--- src/rtl/lc3_pkg.sv ---
// Shared LC-3b datapath definitions: data width, NZP bit positions and the
// packed condition-code type used by every unit that handles flags.
package lc3_pkg;

    localparam int DATA_W = 16;

    // Bit positions of the flags inside a 3-bit {N,Z,P} vector.
    localparam int NZP_N = 2;
    localparam int NZP_Z = 1;
    localparam int NZP_P = 0;

    // Condition codes. Field order matches the {N,Z,P} bit layout.
    typedef struct packed {
        logic n;
        logic z;
        logic p;
    } nzp_t;

endpackage : lc3_pkg

--- src/rtl/cc_classify.sv ---
// Sign classifier: maps a two's-complement word onto a one-hot {n,z,p}.
// Purely combinational, so any unit needing sign information can reuse it.
module cc_classify
    import lc3_pkg::*;
#(
    parameter int DATA_W = lc3_pkg::DATA_W
) (
    input  logic [DATA_W-1:0] i_data,
    output nzp_t              o_nzp
);

    logic w_neg;
    logic w_zero;

    assign w_neg  = i_data[DATA_W-1];
    assign w_zero = (i_data == '0);

    // Exactly one flag is set for every defined input word.
    always_comb begin
        o_nzp   = '0;
        o_nzp.n = w_neg;
        o_nzp.z = w_zero;
        o_nzp.p = ~w_neg & ~w_zero;
    end

endmodule : cc_classify

--- src/rtl/cond_code_reg.sv ---
// LC-3b condition-code register. Latches the classified ALU/bus result on
// LD_CC, restores a saved {N,Z,P} verbatim on LD_PSR (which has priority),
// and evaluates the branch condition combinationally from the stored flags.
module cond_code_reg
    import lc3_pkg::*;
#(
    parameter int DATA_W = lc3_pkg::DATA_W
) (
    input  logic              clk,
    input  logic              rst_n,
    input  logic              LD_CC,
    input  logic [DATA_W-1:0] data,
    input  logic              LD_PSR,
    input  logic [2:0]        psr_nzp,
    input  logic [2:0]        br_nzp,
    output logic              N,
    output logic              Z,
    output logic              P,
    output logic              br_taken
);

    nzp_t       w_class;
    nzp_t       r_nzp;
    logic [2:0] w_flags;

    cc_classify #(
        .DATA_W (DATA_W)
    ) u_cc_classify (
        .i_data (data),
        .o_nzp  (w_class)
    );

    // Flag register: reset to 000, restore path beats classify path, else hold.
    // Data is only sampled when LD_CC is set, so unknown data cannot leak in.
    always_ff @(posedge clk or negedge rst_n) begin
        if (!rst_n) begin
            r_nzp <= '0;
        end else if (LD_PSR) begin
            r_nzp <= nzp_t'(psr_nzp);
        end else if (LD_CC) begin
            r_nzp <= w_class;
        end
    end

    assign w_flags = r_nzp;

    assign N = w_flags[NZP_N];
    assign Z = w_flags[NZP_Z];
    assign P = w_flags[NZP_P];

    // Branch is taken when any flag selected by the instruction mask is set.
    assign br_taken = |(br_nzp & w_flags);

endmodule : cond_code_reg

--- config.mk ---
export PLATFORM = sky130hd
export DESIGN_NAME = cond_code_reg
export DESIGN_NICKNAME = d
export VERILOG_FILES = /design/src/rtl/lc3_pkg.sv /design/src/rtl/cc_classify.sv /design/src/rtl/cond_code_reg.sv
export SDC_FILE = /design/constraint.sdc
export NUM_CORES = 1
export LEC_CHECK = 0
export ABC_AREA = 1
export CORE_AREA = 3 3 40 42
export DETAILED_ROUTE_END_ITERATION = 7
export DIE_AREA = 0 0 43 45
export SYNTH_ARGS = -nofsm -noshare
export SYNTH_HDL_FRONTEND = slang
export SYNTH_HIERARCHICAL = 1
export SYNTH_SLANG_ARGS = --single-unit
--- constraint.sdc ---
create_clock -name clk -period 0.8 [get_ports clk]
set_input_delay 0.12 -clock clk [delete_from_list [all_inputs] [get_ports clk]]
set_output_delay 0.12 -clock clk [all_outputs]
set_load 0.005 [all_outputs]
== Yosys cells after proc, flatten, opt, wreduce, memory -nomap -nowiden ==
Index checks and enable logic that the tools add are counted.

* Mux-type cells: 2
* Bitwise logic cells: 4
* Reductions and logical operators: 3

{| class="wikitable"
|+ Operator list
! operator !! count
|-
| 16-bit zero test || 1
|-
| 3-bit 2-to-1 mux || 2
|-
| 3-bit AND || 1
|-
| 3-bit OR reduction || 1
|-
| 1-bit NOT || 2
|-
| 2-bit nonzero test || 1
|-
| 1-bit AND || 1
|}

* Flip-flop bits (word level): 3
* Bits of input ports: 26

== Longest topological paths before layout ==
Gate-level depths: netlist of the first run.

* Depth in word-level cells: 5
* Depth in mapped cells: 7
* Depth with buffers taken out: 6

== Modules after synthesis ==
The synthesis of the first run kept the hierarchy.

{| class="wikitable"
|+ Modules (own cells, without submodules)
! module !! area an instance (sq um) !! sequential area each (sq um) !! cells each !! times used
|-
| cond_code_reg || 153.9 || 75.1 || 21 || 1
|-
| cc_classify || 78.8 || 0.0 || 18 || 1
|}

== Worst setup path after synthesis of the first run ==
OpenSTA, ideal clock, no wires.

* Kind: in2reg
* Start point: input port data[13]
* End point: register r_nzp (netlist bit Z)
* Arrival time: 699 ps
* Cell stages on the path: 7
* Path slack: 33 ps
* Cell sequence: nor2_1 > nand2_1 > nor2_1 > and2_1 > buf_4 > nand3_1 > nand3_1

* Word-level cells in the longest chain between the ends: 3

{| class="wikitable"
|+ RTL lines
! item !! RTL line !! text
|-
| from (decl) || cond_code_reg.sv:12 || <nowiki>input logic [DATA_W-1:0] data,</nowiki>
|-
| 16-bit zero test || cc_classify.sv:16 || <nowiki>assign w_zero = (i_data == '0);</nowiki>
|-
| named net u_cc_classify.w_zero || cc_classify.sv:13 || <nowiki>logic w_zero;</nowiki>
|-
| 3-bit 2-to-1 mux || cond_code_reg.sv:40 || <nowiki>end else if (LD_CC) begin</nowiki>
|-
| 3-bit 2-to-1 mux || cond_code_reg.sv:38 || <nowiki>end else if (LD_PSR) begin</nowiki>
|-
| to (signal assigned) || cond_code_reg.sv:39 || <nowiki>r_nzp <= nzp_t'(psr_nzp);</nowiki>
|-
| to (signal assigned) || cond_code_reg.sv:41 || <nowiki>r_nzp <= w_class;</nowiki>
|-
| to (decl) || cond_code_reg.sv:23 || <nowiki>nzp_t r_nzp;</nowiki>
|}

The timed path passes the listed nets, and every way through them passes these cells. The select of a mux whose other input is x is not followed.
A chain may end at the register's enable or synchronous reset.

== Final worst setup path of the first run ==
* Start point: register r_nzp (netlist bit P)
* End point: output port br_taken

* Word-level cells in the longest chain between the ends: 2

{| class="wikitable"
|+ RTL lines
! item !! RTL line !! text
|-
| 3-bit AND || cond_code_reg.sv:52 || <nowiki>assign br_taken = |(br_nzp & w_flags);</nowiki>
|-
| 3-bit OR reduction || cond_code_reg.sv:52 ||
|-
| to (decl) || cond_code_reg.sv:19 || <nowiki>output logic br_taken</nowiki>
|}

No other way between the ends.

==> key figures, run 1 <==
Power and ir drop
  • P_int: 0.0004858 W
  • PnR Total Power: 0.0006295 W
  • Sw frac: 0.2283
  • Peak VDD IR: 344.9 µV
  • Reg power frac: 0.277
  • Leakage power: 0.2879 nW
  • Comb pwr share: 0.317
  • Clock share of power: 0.406
  • PD cells: 1096 nW/µm²
  • Net Switching: 0.0001437 W

Finish
  • Nets: 101
  • Most common cell after layout, fill and taps aside: dlygate4sd2_1
  • Fin area: 574.3 µm²
  • Share of layout cells above drive strength 1: 0.2703
  • Most frequent cells in the layout: 12 x dlygate4sd2_1, 11 x nand2_1, 8 x clkdlybuf4s50_1, 8 x nor2_1, 5 x nand3_1
  • Area growth syn-to-layout: 146.8%
  • Fillers: 138
  • # diodes: 0

Clock tree
  • Cts bufs inserted: 3
  • Root buffer cell: clkbuf_4
  • Clock-pin slew on the worst setup and hold paths: 0.03 ns
  • Worst-skew pair later-pin latency: between 0.2 and 0.25 ns
  • CTS H-tree depth: 1
  • Maximum clock path buffer count: 2
  • CTS tree: built
  • Hold_buf cts: 0
  • CTS Sinks: 3

Timing
  • Least-Margin Pin Slew: 0.2113 ns
  • Relative slew slack: 0.8589
  • Final TNS setup: -0.3333 ns
  • Final max-slew violation count: 0
  • Finish-stage setup viols: 4
  • Clock Skew: 0 ns
  • FMAX: 1029 MHz
  • Min cycle time layout: 0.9721 ns
  • Crit share post-route: 1.215
  • PnR worst setup slack: -0.1721 ns
  • Hold Vio Cnt, Final: 0
  • Hold_ws: around 0.077 ns
  • RSZ-0062 raised after global routing: true

Critical path
  • WP data required: 0.68 ns
  • CP Data Arrival Time: 0.85 ns
  • Crit-path max cell delay: approximately 0.37 ns
  • CP max-delay cell: dfrtp_1
  • Reg2reg setup slack: 0.06 ns
  • Worst-path maximum fanout: 3
  • Worst r2r path cells: 3
  • Reg-to-reg endpoint: Z
  • Crit end category: output port
  • Source of the worst register-to-register timing path: Z
  • CP Class: register to output port
  • Startpoint type of the worst setup path: register
  • Cells along the critical path: nand2_1 -> nand3_1 -> buf_2

Placement
  • IO Port Bufs: 29
  • Final HPWL DP: 619.2 µm
  • Placer congestion estimate: approximately 0.66
  • Area after DPL: 556.8 µm²
  • Post-Place Setup Slack: -0.5160 ns

GRT
  • Largest net degree at the start of global routing: 6
  • Vias in the first global route: 328
  • Initial antenna violation count: 0
  • GRT Total Usage: 0.08180
  • First-pass GRT wire length: 1.214 mm
  • Congestion Overflow GR: 0

Yosys
  • Share of the synthesized area in the top cell type: 0.3226
  • Mean Syn Cell Area: between 5 and 6 µm²
  • #FFs+latches synth: 3
  • Syn nets: 65
  • Cell area after synthesis: approximately 230 µm²
  • Synth area leader: dfrtp_1
  • Syn Inst Count: 39
  • Synth area leaders: dfrtp_1 32%, nand2_1 21%, nor2_1 16%, nand3_1 15%, buf_4 6.5%
  • Yosys warning count: 6
  • Sequential area share after synthesis: 0.3226
  • Distinct cells, synth: 9

Drt
  • Via count: 355
  • DRT iter0 DRCs: 0
  • Final ANT Viol Nets: 0
  • WL final: 743 µm
  • Routed vias/inst: 3.989
  • First drt pass iteration count: 1
  • DR WL/cell: 8.348 µm
  • DR DRC count: 0

Status
  • Violated checks: negative setup slack
  • Status: finished with violations

Floorplan
  • Core area: 1285 µm²
  • Ports: 30
  • Height of the die: 45 µm
  • Effective utilization at floorplan: 0.1811
  • DIE AREA: 1935 µm²
  • Die W: 43 µm
  • Row cnt: 13

Hold path
  • Hold WC Path Type: input pin to asynchronous set/reset pin

Flow run
  • Max Cap Violations: 0
-- worst max-delay path by stage --
stage	start	to	slack, ns	depth (start not counted)
2_1_floorplan	data[13]	Z	0.03	7
3_3_place_gp	br_nzp[1]	br_taken	-0.50	4
3_5_place_dp	br_nzp[1]	br_taken	-0.52	4
4_1_cts	P	br_taken	-0.19	3
5_1_grt	P	br_taken	-0.25	3
6_report	P	br_taken	-0.17	3
-- state kept, by name (all words and copies together), names as in the netlist --
| register | flops |
|---|---|
| Z | 1 |
| N | 1 |
| P | 1 |
-- layer usage --
layer,GRT usage,vias up,share of wire
li1,-,192,-
met1,0.08981,143,0.41
met2,0.1437,20,0.48
met3,0.01594,0,0.11
met4,0.05422,0,0
met5,0,-,0
-- per-stage QoR --
stage                 util  std cells
floorplan                -         39
global placement    0.4333         85
detailed placement  0.4333         85
CTS                 0.4304         90
global route        0.4469         89
finish              0.4469         89
-- area by class of cell --
cell class	count	area [µm²]	area share
tap	15	18.77	0.03268
timing repair buffer	33	287.8	0.5011
inverter	1	3.754	0.006536
clock buffer	4	26.28	0.04575
sequential	3	75.07	0.1307
multi-input combinational	33	162.7	0.2832
-- critical path: cells and delay by family, from the launching register on --
| family | cells | cell delay (ns) |
|---|---|---|
| buffers and inverters | 1 | 0.12 |
| DFF | 1 | 0.37 |
| and+or+nand+nor | 2 | 0.13 |
-- power by group through the flow --
stage / registers (W) / logic (W) / clock network (W)
after floorplan: 0.000178 / 0.0000428 / 0
after global placement: 0.000178 / 0.000233 / 0
after detailed placement: 0.000177 / 0.000235 / 0
after CTS: 0.000174 / 0.000198 / 0.000266
after global routing: 0.000176 / 0.000222 / 0.000284
final: 0.000174 / 0.000200 / 0.000255
-- logic make-up (layout without fill, tap and decap cells) --
logic type             Yosys count  after routing  synth area share
and+or+nand+nor                 32             32            0.5753
DFF                              3              3            0.3226
AOI/OAI and AO/OA                1              1           0.02148
buffers and inverters            3             38           0.08061
-- cell usage after synthesis (all sizes together) --
cell type	number
nand2	13
nor2	11
nand3	7
dfrtp	3
buf	2
a21oi	1
and2	1
inv	1
-- what timing repair did --
action,4_1_cts,5_1_grt
endpoints found under the setup margin,6,7
resized for setup,33,11
setup buffers,3,1
pin swaps,17,16
endpoints found under the hold margin,0,0
(Power assumes the default switching activity.)
==> inputs of run 2 (changes only) <==
--- a/config.mk
+++ b/config.mk
@@ -5,10 +5,13 @@
 export SDC_FILE = /design/constraint.sdc
 export NUM_CORES = 1
 export LEC_CHECK = 0
-export ABC_AREA = 1
-export CORE_AREA = 3 3 40 42
+export CELL_PAD_IN_SITES_DETAIL_PLACEMENT = 1
+export CELL_PAD_IN_SITES_GLOBAL_PLACEMENT = 2
+export CORE_ASPECT_RATIO = 0.8
+export CORE_MARGIN = 3
+export CORE_UTILIZATION = 10
 export DETAILED_ROUTE_END_ITERATION = 7
-export DIE_AREA = 0 0 43 45
+export PLACE_DENSITY_LB_ADDON = 0.1
 export SYNTH_ARGS = -nofsm -noshare
 export SYNTH_HDL_FRONTEND = slang
 export SYNTH_HIERARCHICAL = 1
==> constraint.sdc (replaced) <==
create_clock -name clk -period 1.21 [get_ports clk]
set_input_delay 0.1815 -clock clk [delete_from_list [all_inputs] [get_ports clk]]
set_output_delay 0.1815 -clock clk [all_outputs]
set_load 0.005 [all_outputs]
==> key figures, run 2 <==
Yosys
  • Syn Inst Count: 22
  • Post-synth ARST share: 1.000
  • Sequential area share after synthesis: 0.3704
  • Most frequent cell after synthesis: nor4_1
  • Synth area leader: dfrtp_1
  • Synth cell count leaders: 4 x nor4_1, 3 x dfrtp_1, 3 x mux2i_1, 3 x nand2_1, 3 x o21ai_1
  • Mean Syn Cell Area: just over 9 µm²
  • Distinct cells, synth: 10
  • Cell area after synthesis: 202.7 µm²
  • Main synth FF type: dfrtp_1
  • Share of the synthesized area in the top cell type: 0.3704
  • Synth area leaders: dfrtp_1 37%, mux2i_1 15%, nor4_1 12%, o21ai_1 7.4%, buf_4 7.4%
  • Syn nets: 48
  • Post-synth EDFFs: 0
  • Yosys warning count: 6
  • #FFs+latches synth: 3

Placement
  • Post-Place Setup Slack: -0.4011 ns
  • Final HPWL DP: approximately 840 µm
  • IO Port Bufs: 29
  • Placer congestion estimate: 0.7237

GRT
  • GRT Total Usage: 0.07664
  • Largest net degree at the start of global routing: 7
  • First-pass GRT wire length: 1.428 mm
  • Initial antenna violation count: 0
  • Vias in the first global route: 356
  • Congestion Overflow GR: 0

Floorplan
  • DIE AREA: 2607 µm²
  • Ports: 30
  • Height of the die: 46.27 µm
  • Core area: 1757 µm²
  • Die W: approximately 56 µm
  • Row cnt: 13
  • Effective utilization at floorplan: 0.1154

Timing
  • RSZ-0062 raised after global routing: true
  • FMAX: 769.9 MHz
  • Crit share post-route: 1.073
  • Finish-stage setup viols: 1
  • Relative slew slack: 0.8140
  • PnR worst setup slack: -0.08889 ns
  • Clock Skew: 0 ns
  • Hold Vio Cnt, Final: 0
  • Min cycle time layout: 1.299 ns
  • Least-Margin Pin Slew: 0.2767 ns
  • Final max-slew violation count: 0

Clock tree
  • CTS Sinks: 3
  • Root buffer cell: clkbuf_4
  • Postcts setup bufs: 0
  • Worst-skew pair later-pin latency: about 0.23 ns
  • Maximum clock path buffer count: 2
  • CTS H-tree depth: 1
  • Clock-pin slew on the worst setup and hold paths: about 0.040 ns
  • Cts bufs inserted: 3
  • CTS tree: built

Power and ir drop
  • Peak VDD IR: 221.8 µV
  • PD cells: 727.9 nW/µm²
  • PnR Total Power: 0.0004344 W
  • Leakage power: between 0.2 and 0.3 nW

Critical path
  • Startpoint type of the worst setup path: register
  • Worst-path maximum fanout: 2
  • Crit end category: output port
  • Reg2reg setup slack: 0.34 ns
  • Worst r2r path cells: 3
  • WP data required: between 1 and 1.5 ns
  • Reg-to-reg endpoint: Z
  • Source of the worst register-to-register timing path: Z
  • CP Data Arrival Time: ~1.1 ns
  • CP Class: register to output port

Finish
  • # diodes: 0
  • Nets: 85
  • Most common cell after layout, fill and taps aside: clkdlybuf4s50_1
  • Most frequent cells in the layout: 12 x clkdlybuf4s50_1, 9 x dlygate4sd2_1, 5 x buf_4, 4 x dlymetal6s2s_1
  • Fillers: 216
  • Area growth syn-to-layout: 194.4%
  • Share of layout cells above drive strength 1: 0.2241

Hold path
  • Hold WC Path Type: input pin to asynchronous set/reset pin

Drt
  • Routed vias/inst: slightly above 4
  • Via count: 327
  • DRT iter0 DRCs: 4
  • Final ANT Viol Nets: 0
  • DR DRC count: 0
  • WL final: 934 µm
  • DR WL/cell: 11.68 µm
  • First drt pass iteration count: 4

Status
  • Violated checks: negative setup slack
  • Status: finished with violations

Flow run
  • Max Cap Violations: 0
==> run 2: worst max path at each step <==
stage                     startpoint  endpoint  slack [ns]  depth (start not counted)
final                              P  br_taken       -0.09                          3
after global routing               P  br_taken       -0.13                          3
after CTS                          P  br_taken       -0.13                          3
after detailed placement   br_nzp[0]  br_taken       -0.40                          4
after global placement     br_nzp[0]  br_taken       -0.37                          4
after floorplan             data[12]         Z        0.20                          5
==> run 2: cell families after synthesis <==
logic type	share of synthesized area
compound gates	0.1667
buf+inv	0.09255
simple gates	0.2222
flops	0.3704
mux	0.1482
==> run 2: stage by stage <==
stage                     hold WS [ns]  area, µm²  cells  setup TNS, ns  utilization
after global placement          0.3656      543.0     76        -0.9472       0.3091
after global routing            0.1315      596.8     80        -0.1303       0.3397
after CTS                       0.1210      574.3     80        -0.1266       0.3269
final                           0.1288      596.8     80       -0.08889       0.3397
after floorplan                -0.1141      202.7     22              0            -
after detailed placement        0.3719      543.0     76         -1.091       0.3091
==> run 2: cell type report <==
| cell class | instances | area [µm²] | share of cell area |
|---|---|---|---|
| Clock buffer | 4 | 26.28 | 0.04403 |
| Inverter | 1 | 3.754 | 0.006289 |
| Multi-Input combinational cell | 16 | 142.6 | 0.2390 |
| Sequential cell | 3 | 75.07 | 0.1258 |
| Tap cell | 22 | 27.53 | 0.04612 |
| Timing Repair Buffer | 34 | 321.6 | 0.5388 |
==> run 2: critical path, cell delays in order, from the launching register on <==
cell and delay, ns:
dfrtp_1 0.38, a222oi_1 0.30, inv_1 0.07, buf_2 0.13
==> run 2: where the power goes <==
part,total (W),leakage (nW),internal [W],switching (W)
clock,0.000173,0.0150,0.000123,0.0000497
combinational,0.000146,0.235,0.0000994,0.0000469
sequential,0.000115,0.0367,0.000110,0.00000544
total,0.000434,0.287,0.000332,0.000102
==> run 2: what timing repair did <==
item / 4_1_cts / 5_1_grt
pin swaps: 7 / 6
endpoints found under the setup margin: 6 / 6
resized for setup: 20 / 8
hold buffers: 0 / 0
==> run 2: metal layers <==
layer  part of all wire  global-route usage  routed length (µm)
met5                  0                   0                   0
met4              0.020             0.09953                  19
met3              0.082             0.01120                  77
met2               0.50              0.1282                 469
met1               0.39             0.07692                 366
==> inputs of run 3 (changes only) <==
--- a/config.mk
+++ b/config.mk
@@ -11,6 +11,7 @@
 export CORE_MARGIN = 3
 export CORE_UTILIZATION = 10
 export DETAILED_ROUTE_END_ITERATION = 7
+export GPL_TIMING_DRIVEN = 0
 export PLACE_DENSITY_LB_ADDON = 0.1
 export SYNTH_ARGS = -nofsm -noshare
 export SYNTH_HDL_FRONTEND = slang
==> key figures, run 3 (synthesis gave the netlist of run 2 again) <==
Status
  • Status: finished with violations
  • Violated checks: negative setup slack

Drt
  • Final ANT Viol Nets: 0
  • DR WL/cell: 11.75 µm
  • WL final: 928 µm
  • First drt pass iteration count: 4
  • Routed vias/inst: 4.076
  • DRT iter0 DRCs: 7
  • DR DRC count: 0
  • Via count: 322

Power and ir drop
  • PD cells: about 700 nW/µm²
  • Leakage power: about 0.28 nW
  • PnR Total Power: 0.0004269 W
  • Peak VDD IR: 314.9 µV

Critical path
  • Reg-to-reg endpoint: P
  • Crit end category: output port
  • Worst-path maximum fanout: 2
  • WP data required: ~1.0 ns
  • Cells along the critical path: a222oi_1 -> inv_1 -> buf_2
  • Worst r2r path cells: 4
  • Startpoint type of the worst setup path: register
  • CP Class: register to output port
  • Source of the worst register-to-register timing path: P
  • Reg2reg setup slack: 0.23 ns
  • CP max-delay cell: dfrtp_1
  • CP bufs+invs: 2
  • Crit. path cell count: 3
  • Top Family by Delay on Critical Path: flip-flops
  • Crit-path max cell delay: between 0.3 and 0.4 ns
  • CP Data Arrival Time: 1.11 ns

Timing
  • Min cycle time layout: 1.288 ns
  • Hold Vio Cnt, Final: 0
  • Final max-slew violation count: 0
  • RSZ-0062 raised after global routing: true
  • Finish-stage setup viols: 1
  • Clock Skew: 0 ns
  • Crit share post-route: 1.064
  • PnR worst setup slack: -0.07784 ns
  • FMAX: 776.5 MHz
  • Least-Margin Pin Slew: 0.2572 ns
  • Relative slew slack: 0.8285

Floorplan
  • Height of the die: 46.27 µm
  • Row cnt: 13
  • Effective utilization at floorplan: 0.1154
  • Die W: 56.34 µm
  • Ports: 30
  • DIE AREA: 2607 µm²
  • Core area: 1757 µm²

Placement
  • IO Port Bufs: 29
  • Placer congestion estimate: 0.7103
  • Post-Place Setup Slack: -0.4417 ns
  • Area after DPL: 520.5 µm²
  • Final HPWL DP: 796.6 µm
  • Placed Cells: 73

GRT
  • Initial antenna violation count: 0
  • GRT Total Usage: 0.07618
  • Vias in the first global route: 337
  • Largest net degree at the start of global routing: 7
  • Congestion Overflow GR: 0
  • First-pass GRT wire length: 1.449 mm

Finish
  • Finished Layout Cells: between 70 and 80
  • Fin area: 591.8 µm²
  • Most common cell after layout, fill and taps aside: dlygate4sd2_1
  • Fin util: 0.3369
  • Share of layout cells above drive strength 1: 0.2281
  • # diodes: 0
  • Fillers: 217
  • Area growth syn-to-layout: 192.0%
  • Most frequent cells in the layout: 15 x dlygate4sd2_1, 9 x clkdlybuf4s50_1, 4 x buf_4
  • Nets: 84

Clock tree
  • CTS H-tree depth: 1
  • CTS Sinks: 3
  • Worst-skew pair later-pin latency: 0.23 ns
  • Maximum clock path buffer count: 2
  • Hold_buf cts: 0
  • CTS tree: built
  • Clock-pin slew on the worst setup and hold paths: 0.04 ns
  • Root buffer cell: clkbuf_4
  • Cts bufs inserted: 3

Hold path
  • Hold WC Path Type: input pin to asynchronous set/reset pin

Flow run
  • Max Cap Violations: 0
[run 3: per-stage QoR]
| step | setup TNS (ns) | hold slack [ns] |
|---|---|---|
| final | -0.07784 | 0.1323 |
| after global routing | -0.1674 | 0.1453 |
| after CTS | -0.1171 | 0.1281 |
| after detailed placement | -1.218 | 0.3745 |
| after global placement | -1.152 | 0.3664 |
| after floorplan | 0 | -0.1141 |
[run 3: power by group]
part           switching, W  leakage [nW]  internal (W)
registers        0.00000686        0.0367      0.000110
clock network     0.0000476        0.0150      0.000123
logic             0.0000495         0.232     0.0000901
[run 3: timing repair]
action,in CTS,in global routing
endpoints found under the setup margin,6,4
setup buffers,1,1
gates resized for setup,25,7
pin swaps,7,6
hold endpoints to repair,0,0
[run 3: worst max path at each step]
stage / slack, ns / start / endpoint
2_1_floorplan: 0.20 / data[12] / Z
3_3_place_gp: -0.40 / data[1] / Z
3_5_place_dp: -0.44 / data[1] / Z
4_1_cts: -0.12 / P / br_taken
5_1_grt: -0.17 / P / br_taken
6_report: -0.08 / P / br_taken
[run 3: routing by layer]
| layer | routed length (µm) | vias to the layer above | GRT usage | share of wire |
|---|---|---|---|---|
| li1 | - | 156 | - | - |
| met1 | 382 | 147 | 0.08717 | 0.41 |
| met2 | 447 | 17 | 0.1259 | 0.48 |
| met3 | 77 | 2 | 0.01120 | 0.083 |
| met4 | 20 | 0 | 0.07109 | 0.022 |
| met5 | 0 | - | 0 | 0 |
[run 3: layout make-up]
| class | count | area, µm² | share of cell area |
|---|---|---|---|
| buffer | 2 | 15.01 | 0.02537 |
| clock buffer | 4 | 26.28 | 0.04440 |
| inverter | 1 | 3.754 | 0.006342 |
| multi-input combinational | 16 | 160.2 | 0.2706 |
| sequential | 3 | 75.07 | 0.1268 |
| tap | 22 | 27.53 | 0.04651 |
| timing repair buffer | 31 | 284.0 | 0.4799 |
